### src/rtl/noc_pkg.sv
// Shared NoC definitions: flit geometry, head-field layout and NI state encoding.
// Used by the transmit and receive network interfaces and by destination decode.
package noc_pkg;

    localparam int FLIT_W    = 8;
    localparam int NODE_ID_W = 4;

    localparam int SRC_HI = 7;
    localparam int SRC_LO = 4;
    localparam int DST_HI = 3;
    localparam int DST_LO = 0;

    localparam logic [1:0] NI_ST_IDLE = 2'd0;
    localparam logic [1:0] NI_ST_HEAD = 2'd1;
    localparam logic [1:0] NI_ST_BODY = 2'd2;
    localparam logic [1:0] NI_ST_TAIL = 2'd3;

    typedef enum logic [1:0] {
        NI_IDLE = NI_ST_IDLE,
        NI_HEAD = NI_ST_HEAD,
        NI_BODY = NI_ST_BODY,
        NI_TAIL = NI_ST_TAIL
    } ni_state_t;

    function automatic logic [FLIT_W-1:0] make_head(input logic [NODE_ID_W-1:0] src,
                                                    input logic [NODE_ID_W-1:0] dst);
        logic [FLIT_W-1:0] f;
        f                = '0;
        f[SRC_HI:SRC_LO] = src;
        f[DST_HI:DST_LO] = dst;
        return f;
    endfunction

endpackage

### src/rtl/noc_credit_ctr.sv
// Credit counter for a downstream FIFO: starts full, saturates at DEPTH and at zero.
// Reusable by any upstream port that injects into a credited FIFO.
module noc_credit_ctr #(
    parameter int unsigned DEPTH = 8
) (
    input  logic       clk,
    input  logic       rst,
    input  logic       inc,
    input  logic       dec,
    output logic [3:0] count,
    output logic       credit_avail
);

    localparam logic [3:0] MAX = 4'(DEPTH);

    // A return and a spend on the same edge cancel out.
    always_ff @(posedge clk or posedge rst) begin
        if (rst) begin
            count <= MAX;
        end else if (inc && !dec && count != MAX) begin
            count <= count + 4'd1;
        end else if (dec && !inc && count != 4'd0) begin
            count <= count - 4'd1;
        end
    end

    assign credit_avail = (count != 4'd0);

endmodule

### src/rtl/noc_ni_tx.sv
// Network-interface transmitter: serialises a core request into head/body flits under
// credit flow control. Define NOC_NI_TX_CHECKSUM_EN to append an XOR tail flit.
module noc_ni_tx
    import noc_pkg::*;
#(
    parameter int unsigned NODE_ID     = 0,
    parameter int unsigned PAYLOAD_LEN = 4,
    parameter int unsigned FIFO_DEPTH  = 8
) (
    input  logic       clk,
    input  logic       rst,
    input  logic       req_valid,
    input  logic [3:0] req_dst,
    output logic       req_ready,
    input  logic       pl_valid,
    input  logic [7:0] pl_data,
    output logic       pl_ready,
    input  logic       credit_in,
    output logic [7:0] flit_out,
    output logic       flit_wr,
    output logic       busy,
    output logic       pkt_sent
);

    localparam logic [3:0] SRC_ID   = 4'(NODE_ID);
    localparam logic [3:0] LAST_IDX = 4'(PAYLOAD_LEN - 1);

    ni_state_t  state;
    logic [3:0] dst_q;
    logic [3:0] body_cnt;
    logic [3:0] credits;
    logic       credit_avail;
    logic       wr_en;
`ifdef NOC_NI_TX_CHECKSUM_EN
    logic [7:0] csum;
`endif

    noc_credit_ctr #(
        .DEPTH(FIFO_DEPTH)
    ) u_credit (
        .clk         (clk),
        .rst         (rst),
        .inc         (credit_in),
        .dec         (wr_en),
        .count       (credits),
        .credit_avail(credit_avail)
    );

    // wr_en is the flit write decision for the coming edge; it also spends the credit.
    always_comb begin
        wr_en = 1'b0;
        case (state)
            NI_HEAD: wr_en = credit_avail;
            NI_BODY: wr_en = pl_valid && credit_avail;
`ifdef NOC_NI_TX_CHECKSUM_EN
            NI_TAIL: wr_en = credit_avail;
`endif
            default: wr_en = 1'b0;
        endcase
    end

    assign req_ready = (state == NI_IDLE);
    assign busy      = (state != NI_IDLE);
    assign pl_ready  = (state == NI_BODY) && credit_avail;

    always_ff @(posedge clk or posedge rst) begin
        if (rst) begin
            state    <= NI_IDLE;
            dst_q    <= 4'd0;
            body_cnt <= 4'd0;
            flit_out <= 8'd0;
            flit_wr  <= 1'b0;
            pkt_sent <= 1'b0;
`ifdef NOC_NI_TX_CHECKSUM_EN
            csum     <= 8'd0;
`endif
        end else begin
            flit_wr  <= wr_en;
            pkt_sent <= 1'b0;
            case (state)
                NI_IDLE: begin
                    if (req_valid) begin
                        dst_q <= req_dst;
                        state <= NI_HEAD;
`ifdef NOC_NI_TX_CHECKSUM_EN
                        csum  <= 8'd0;
`endif
                    end
                end
                NI_HEAD: begin
                    if (credit_avail) begin
                        flit_out <= make_head(SRC_ID, dst_q);
                        body_cnt <= 4'd0;
                        state    <= NI_BODY;
                    end
                end
                NI_BODY: begin
                    if (wr_en) begin
                        flit_out <= pl_data;
                        body_cnt <= body_cnt + 4'd1;
`ifdef NOC_NI_TX_CHECKSUM_EN
                        csum     <= csum ^ pl_data;
                        if (body_cnt == LAST_IDX) begin
                            state <= NI_TAIL;
                        end
`else
                        if (body_cnt == LAST_IDX) begin
                            state    <= NI_IDLE;
                            pkt_sent <= 1'b1;
                        end
`endif
                    end
                end
`ifdef NOC_NI_TX_CHECKSUM_EN
                NI_TAIL: begin
                    if (credit_avail) begin
                        flit_out <= csum;
                        pkt_sent <= 1'b1;
                        state    <= NI_IDLE;
                    end
                end
`endif
                default: state <= NI_IDLE;
            endcase
        end
    end

endmodule

### config.mk
export PLATFORM = sky130hd
export DESIGN_NAME = noc_ni_tx
export DESIGN_NICKNAME = d
export VERILOG_FILES = /design/src/rtl/noc_pkg.sv /design/src/rtl/noc_credit_ctr.sv /design/src/rtl/noc_ni_tx.sv
export SDC_FILE = /design/constraint.sdc
export NUM_CORES = 1
export LEC_CHECK = 0
export ABC_AREA = 1
export CORE_MARGIN = 2
export CORE_UTILIZATION = 48
export CTS_CLUSTER_SIZE = 14
export DETAILED_ROUTE_END_ITERATION = 10
export PLACE_DENSITY_LB_ADDON = 0.2
export SYNTH_ARGS = -nofsm -noshare
export SYNTH_HDL_FRONTEND = slang
export SYNTH_SLANG_ARGS = --single-unit
### constraint.sdc
create_clock -name clk -period 2.4 [get_ports clk]
set_input_delay 0.6 -clock clk [delete_from_list [all_inputs] [get_ports clk]]
set_output_delay 0.6 -clock clk [all_outputs]
set_load 0.01 [all_outputs]
==> results of run 1 <==
## per-stage QoR
stage               utilization (%)  std cells  hold slack [ps]  cell area, um^2  total power, uW
floorplan                         -        131              478             1230             1420
global placement               64.2        192              467             1580             1740
detailed placement             64.2        192              474             1580             1800
CTS                            66.3        196              506             1630             2090
global route                   66.3        196              530             1630             2250
finish                         66.3        196              502             1630             2080
## state kept, by name (all words and copies together) (netlist names)
signal,cells
pkt_sent,1
flit_out,8
state,2
flit_wr,1
body_cnt,4
dst_q,4
u_credit.count,4
## worst max-delay path by stage
stage | to | slack, ps | cells past startpoint
3_5_place_dp | u_credit.count[3] | 50 | 12
3_3_place_gp | u_credit.count[3] | 170 | 11
2_1_floorplan | u_credit.count[3] | 580 | 14
5_1_grt | busy | 60 | 4
6_report | busy | 170 | 4
4_1_cts | busy | 160 | 4
## per-layer routing
metal,part of all wire (%),global-route usage [%]
met1,45,23.7
met5,0,0
met4,0.80,5.42
met2,50,29.8
met3,4.5,3.28
## power by group
| part | internal [uW] | switching, uW |
|---|---|---|
| clock | 169 | 124 |
| sequential | 578 | 119 |
| combinational | 497 | 590 |
## final cells by class
| class | count | area (um^2) |
|---|---|---|
| fill | 201 | 828 |
| sequential | 24 | 602 |
| multi-input combinational | 91 | 563 |
| timing repair buffer | 33 | 319 |
| inverter | 14 | 52.6 |
| tap | 30 | 37.5 |
| clock inverter | 1 | 30.0 |
| clock buffer | 3 | 22.5 |
## worst max-delay path: stages, from the launching register on
cell and delay (ps):
dfrtp_1 390, inv_1 70, ha_1 230, inv_1 90
clkdlybuf4s50_1 540
## kinds of logic after synthesis
logic type | synth area share (%)
simple gates | 22.2
flops | 48.8
compound gates | 8.43
buf+inv | 5.48
fa+ha+maj | 7.72
mux | 4.47
xor+xnor | 2.84
## cells in the mapped netlist
cell type	n
a21boi_2	1
a21oi_1	2
buf_6	1
clkbuf_1	1
dfrtp_1	23
dfstp_2	1
fa_1	1
ha_1	6
inv_1	13
inv_2	1
mux2_2	4
mux2i_1	1
nand2_1	26
nand2_2	3
nand2_4	1
nand3_1	7
nand3_4	1
nor2_1	11
nor2_2	2
nor3_1	8
o21ai_0	9
o21ai_4	1
o22ai_1	1
o31ai_1	2
xnor2_1	1
xor2_1	3
## what timing repair did
action | 4_1_cts | 5_1_grt
buffers inserted | 0 | 0
resized for setup | 1 | 0
endpoints found under the setup margin | 1 | 0
==> out/qor.yml, run 1 <==
status: "finished clean"
wirelength_um: 2370
cp.required_ps: 1800
avgSynthCellArea_um2: 9.41
place.gp.congestion: 0.743
viasPerCell: 4.94
p_leak_uw: 0.000742
synth.top_cells.by_area: "dfrtp_1 (47%), nand2_1 (7.9%), ha_1 (6.1%)"
slew_viol_final: 0
final_common_cell: "clkdlybuf4s50_1"
fin_crit_sh_pct: 93.0
grt_max_degree: 25
layout_common_cells: "clkdlybuf4s50_1 (28), nand2_1 (26), dfrtp_1 (23)"
grt_first_pass_wirelength_um: 3870
fin_ws_ps: 168
grt_antenna_before_repair: 0
power.density_mw_per_mm2: 1280
die_h_um: 54.7
r2r_start: "state[0]"
synth_cell_types: 26
clockBufferDepth: 2
seq_area_frac_synth_pct: 48.8
io_pins: 30
rsz0062_at_grt: "no"
worstSetupEndpointType: "primary output"
grt_usage_pct: 18.0
clock_latency_ps: 320
synthesis.area_mm2: 0.00123
drive_gt1_share_pct: 13.9
setup_viol: 0
start_kind: "register"
wl_per_cell_um: 12.1
fmax_mhz: 448
nNetsFinal: 191
r2r_slack_ps: 250
setup_tns_ps: 0
cts_tree: "yes"
cts_num_sinks: 24
drc: 0
rows: 18
dp_slack_ps: 52.5
crit_fanout: 3
place_hpwl_um: 1830
holdBufCountCts: 0
ys_ff_latch: 24
cts_buffers: 3
synth.largest_area_cell: "dfrtp_1"
crit_arrival_ps: 1630
worst_hold_path.endpoint: "flit_out[6]"
htreeDepth: 1
max_slew_margin_pct: 77.6
diodes: 0
critical_path_class: "reg2out"
syn-num-nets: 155
hold_viol_final: 0
grt_pass1_vias: 898
regToRegEndpoint: "u_credit.count[3]"
cts-root-buf: "clkbuf_4"
core-area_mm2: 0.00245
start_util_pct: 50.2
min_from: "flit_out[6]"
drv_cap: 0
synth_warnings: 0
dieArea_mm2: 0.00299
fin_crit_ps: 2230
tightest_slew_ps: 335
gr-total-overflow: 0
via_count: 968
synth_cells: 131
crit_start: "state[0]"
drt_first_iter_violations: 18
reg2reg_depth: 16
die_w_um: 54.7
min_path_cells: 2
area_delta_synth_final_pct: 32.0
io_buffers: 29
vdd_ir_drop_max_v: 0.000928
firstDrtPassIters: 4
drtAntennaViolNets: 0
finalClockSkew_ps: 10.7
hold_path_class: "reg2reg"
path_clk_slew_ps: 130
synth_top_area_share_pct: 46.7
Note: power is estimated with default switching activity, not from simulation.
==> inputs of run 2 (changes only) <==
--- a/config.mk
+++ b/config.mk
@@ -10,7 +10,8 @@
 export CORE_UTILIZATION = 48
 export CTS_CLUSTER_SIZE = 14
 export DETAILED_ROUTE_END_ITERATION = 10
-export PLACE_DENSITY_LB_ADDON = 0.2
+export PLACE_DENSITY = 0.78
+export RECOVER_POWER = 25
 export SYNTH_ARGS = -nofsm -noshare
 export SYNTH_HDL_FRONTEND = slang
 export SYNTH_SLANG_ARGS = --single-unit
==> run 2 against run 1 <==
Compared with the run above: register-to-register slack gained 60 ps; clock-buffer cell count grew 1; hold slack improved by 3.7 ps; first-iteration DRC count down 56%; sequential power rose by 0.7%; final cell count is the same; critical path type unchanged; critical endpoint unchanged; largest power group unchanged.
==> out/qor.yml, run 2 (synthesis gave the netlist of run 1 again) <==
io_buffers: 29  # unchanged
start_util_pct: 50.2  # unchanged
clock_latency_ps: 310  # about the same
drv_cap: 0  # unchanged
layout_common_cells: "clkdlybuf4s50_1 (27), nand2_1 (26), dfrtp_1 (23)"
cts_num_sinks: 24  # unchanged
cp_num_buf_inv: 3  # unchanged
path_delay_family: "buffers and inverters"
status: "finished clean"
place_hpwl_um: 1900  # +3.7%
crit_top_cell: "inv_1"
rows: 18  # unchanged
grt_antenna_before_repair: 0  # unchanged
p_sw_uw: 812  # -2.6%
reg2reg_depth: 15  # -1
n_fill_cell: 200  # -0.50%
dieArea_mm2: 0.00299  # unchanged
drtAntennaViolNets: 0  # unchanged
place_inst: 192  # unchanged
p_leak_uw: 0.000732  # -1.4%
cts_buffers: 3  # unchanged
fmax_mhz: 446  # -0.54%
core-area_mm2: 0.00245  # unchanged
grt_usage_pct: 18.8  # +0.78 points
pwr-share-comb_pct: 53.8  # +1.5 points
place_area_mm2: 0.00158  # unchanged
place.gp.congestion: 0.707  # -5.0%
crit_fanout: 3  # unchanged
grt_first_pass_wirelength_um: 3950  # +2.1%
clockBufferDepth: 2  # unchanged
final_common_cell: "clkdlybuf4s50_1"
worstSetupEndpointType: "primary output"
max_stage_delay_ps: 540  # about the same
largest_reg_flops: 8  # unchanged
regToRegEndpoint: "u_credit.count[3]"
cts_tree: "yes"
final_cell_area_mm2: 0.00161  # -1.2%
p_seq_share_pct: 35.5  # +2.0 points
post-route-util_pct: 65.4  # -0.82 points
wirelength_um: 2360  # -0.38%
die_h_um: 54.7  # unchanged
slew_viol_final: 0  # unchanged
finalClockSkew_ps: 10.0  # -0.663 ps
fin_crit_ps: 2240  # +12.1 ps
drt_first_iter_violations: 8  # -10
max_slew_margin_pct: 17.5  # -60 points
total_power_uw: 1980  # -4.9%
min_from: "flit_out[4]"
viasPerCell: 5.07  # +2.7%
rsz0062_at_grt: "no"
drc: 0  # unchanged
cts-root-buf: "clkbuf_4"
crit_arrival_ps: 1640  # about the same
setup_viol: 0  # unchanged
hold_viol_final: 0  # unchanged
slowest_stage: "clkdlybuf4s50_1"
grt_pass1_vias: 954  # +6.2%
final-instance-count-excl-fill: 196  # unchanged
fin_crit_sh_pct: 93.5  # +0.50 points
firstDrtPassIters: 4  # unchanged
grt_max_degree: 25  # unchanged
vdd_ir_drop_max_v: 0.000940  # +1.3%
worst_hold_path.endpoint: "flit_out[4]"
nNetsFinal: 191  # unchanged
path_clk_slew_ps: 130  # about the same
htreeDepth: 1  # unchanged
via_count: 994  # +2.7%
cp.required_ps: 1800  # about the same
regMostFlops: "flit_out"
swShare_pct: 41.1  # +0.96 points
tightest_slew_ps: 1240  # +902 ps
power.density_mw_per_mm2: 1230  # -3.7%
r2r_slack_ps: 310  # +60 ps
min_path_cells: 2  # unchanged
area_delta_synth_final_pct: 30.4
setup_tns_ps: 0  # unchanged
clkPwrFrac_pct: 10.6  # -3.5 points
io_pins: 30  # unchanged
critical_path_class: "reg2out"
wl_per_cell_um: 12.0  # -0.38%
crit_chain: "inv_1 > ha_1 > inv_1 > clkdlybuf4s50_1"
drive_gt1_share_pct: 13.3  # -0.60 points
r2r_start: "state[0]"
die_w_um: 54.7  # unchanged
start_kind: "register"
hold_path_class: "reg2reg"
gr-total-overflow: 0  # unchanged
internal_power_uw: 1160  # -6.4%
diodes: 0  # unchanged
[run 2: area by class of cell]
class / count / area (um^2) / area share (%)
sequential: 24 / 602 / 37.5
tap: 30 / 37.5 / 2.34
inverter: 14 / 52.6 / 3.27
multi-input combinational: 91 / 563 / 35.0
clock buffer: 4 / 36.3 / 2.26
timing repair buffer: 33 / 315 / 19.6
[run 2: worst register-to-register path, stage by stage, from the launching register on]
cell and delay, ps:
dfrtp_1 400, inv_1 70, ha_1 210, buf_4 180, nand2_1 80, nand2_2 80, nand3_4 100, nand2_4 80
ha_1 330, nand3_1 90, nand3_1 110, nand3_1 110, nand2_1 80, nand2_1 40, nand2_1 50, inv_1 30
[run 2: power groups by stage]
stage               Sequential [uW]  Combinational (uW)  Clock (uW)
floorplan                       717                 699           0
global placement                701                1030           0
detailed placement              711                1080           0
CTS                             705                1080         215
global route                    727                1190         236
finish                          702                1060         210
[run 2: through the flow]
step / hold WS, ps / worst slack, ps
floorplan: 478 / 576
global placement: 468 / 147
detailed placement: 481 / 76.2
CTS: 510 / 127
global route: 540 / 45.0
finish: 506 / 156
[run 2: layer usage]
metal | wire length, um | track usage [%]
met1 | 979 | 23.7
met2 | 1260 | 29.6
met3 | 77 | 4.92
met4 | 42 | 9.17
met5 | 0 | 0
[run 2: worst max-delay path by stage]
stage	from	to	depth (start not counted)
floorplan	state[0]	u_credit.count[3]	14
finish	state[0]	busy	4
global route	state[0]	busy	4
CTS	state[0]	busy	4
detailed placement	credit_in	u_credit.count[3]	11
global placement	credit_in	u_credit.count[3]	11
[run 2: repair_timing]
item                                    CTS  global route
buffers inserted                          0             0
endpoints found under the setup margin    1             0
hold buffers                              0             0
resized for setup                         1             0
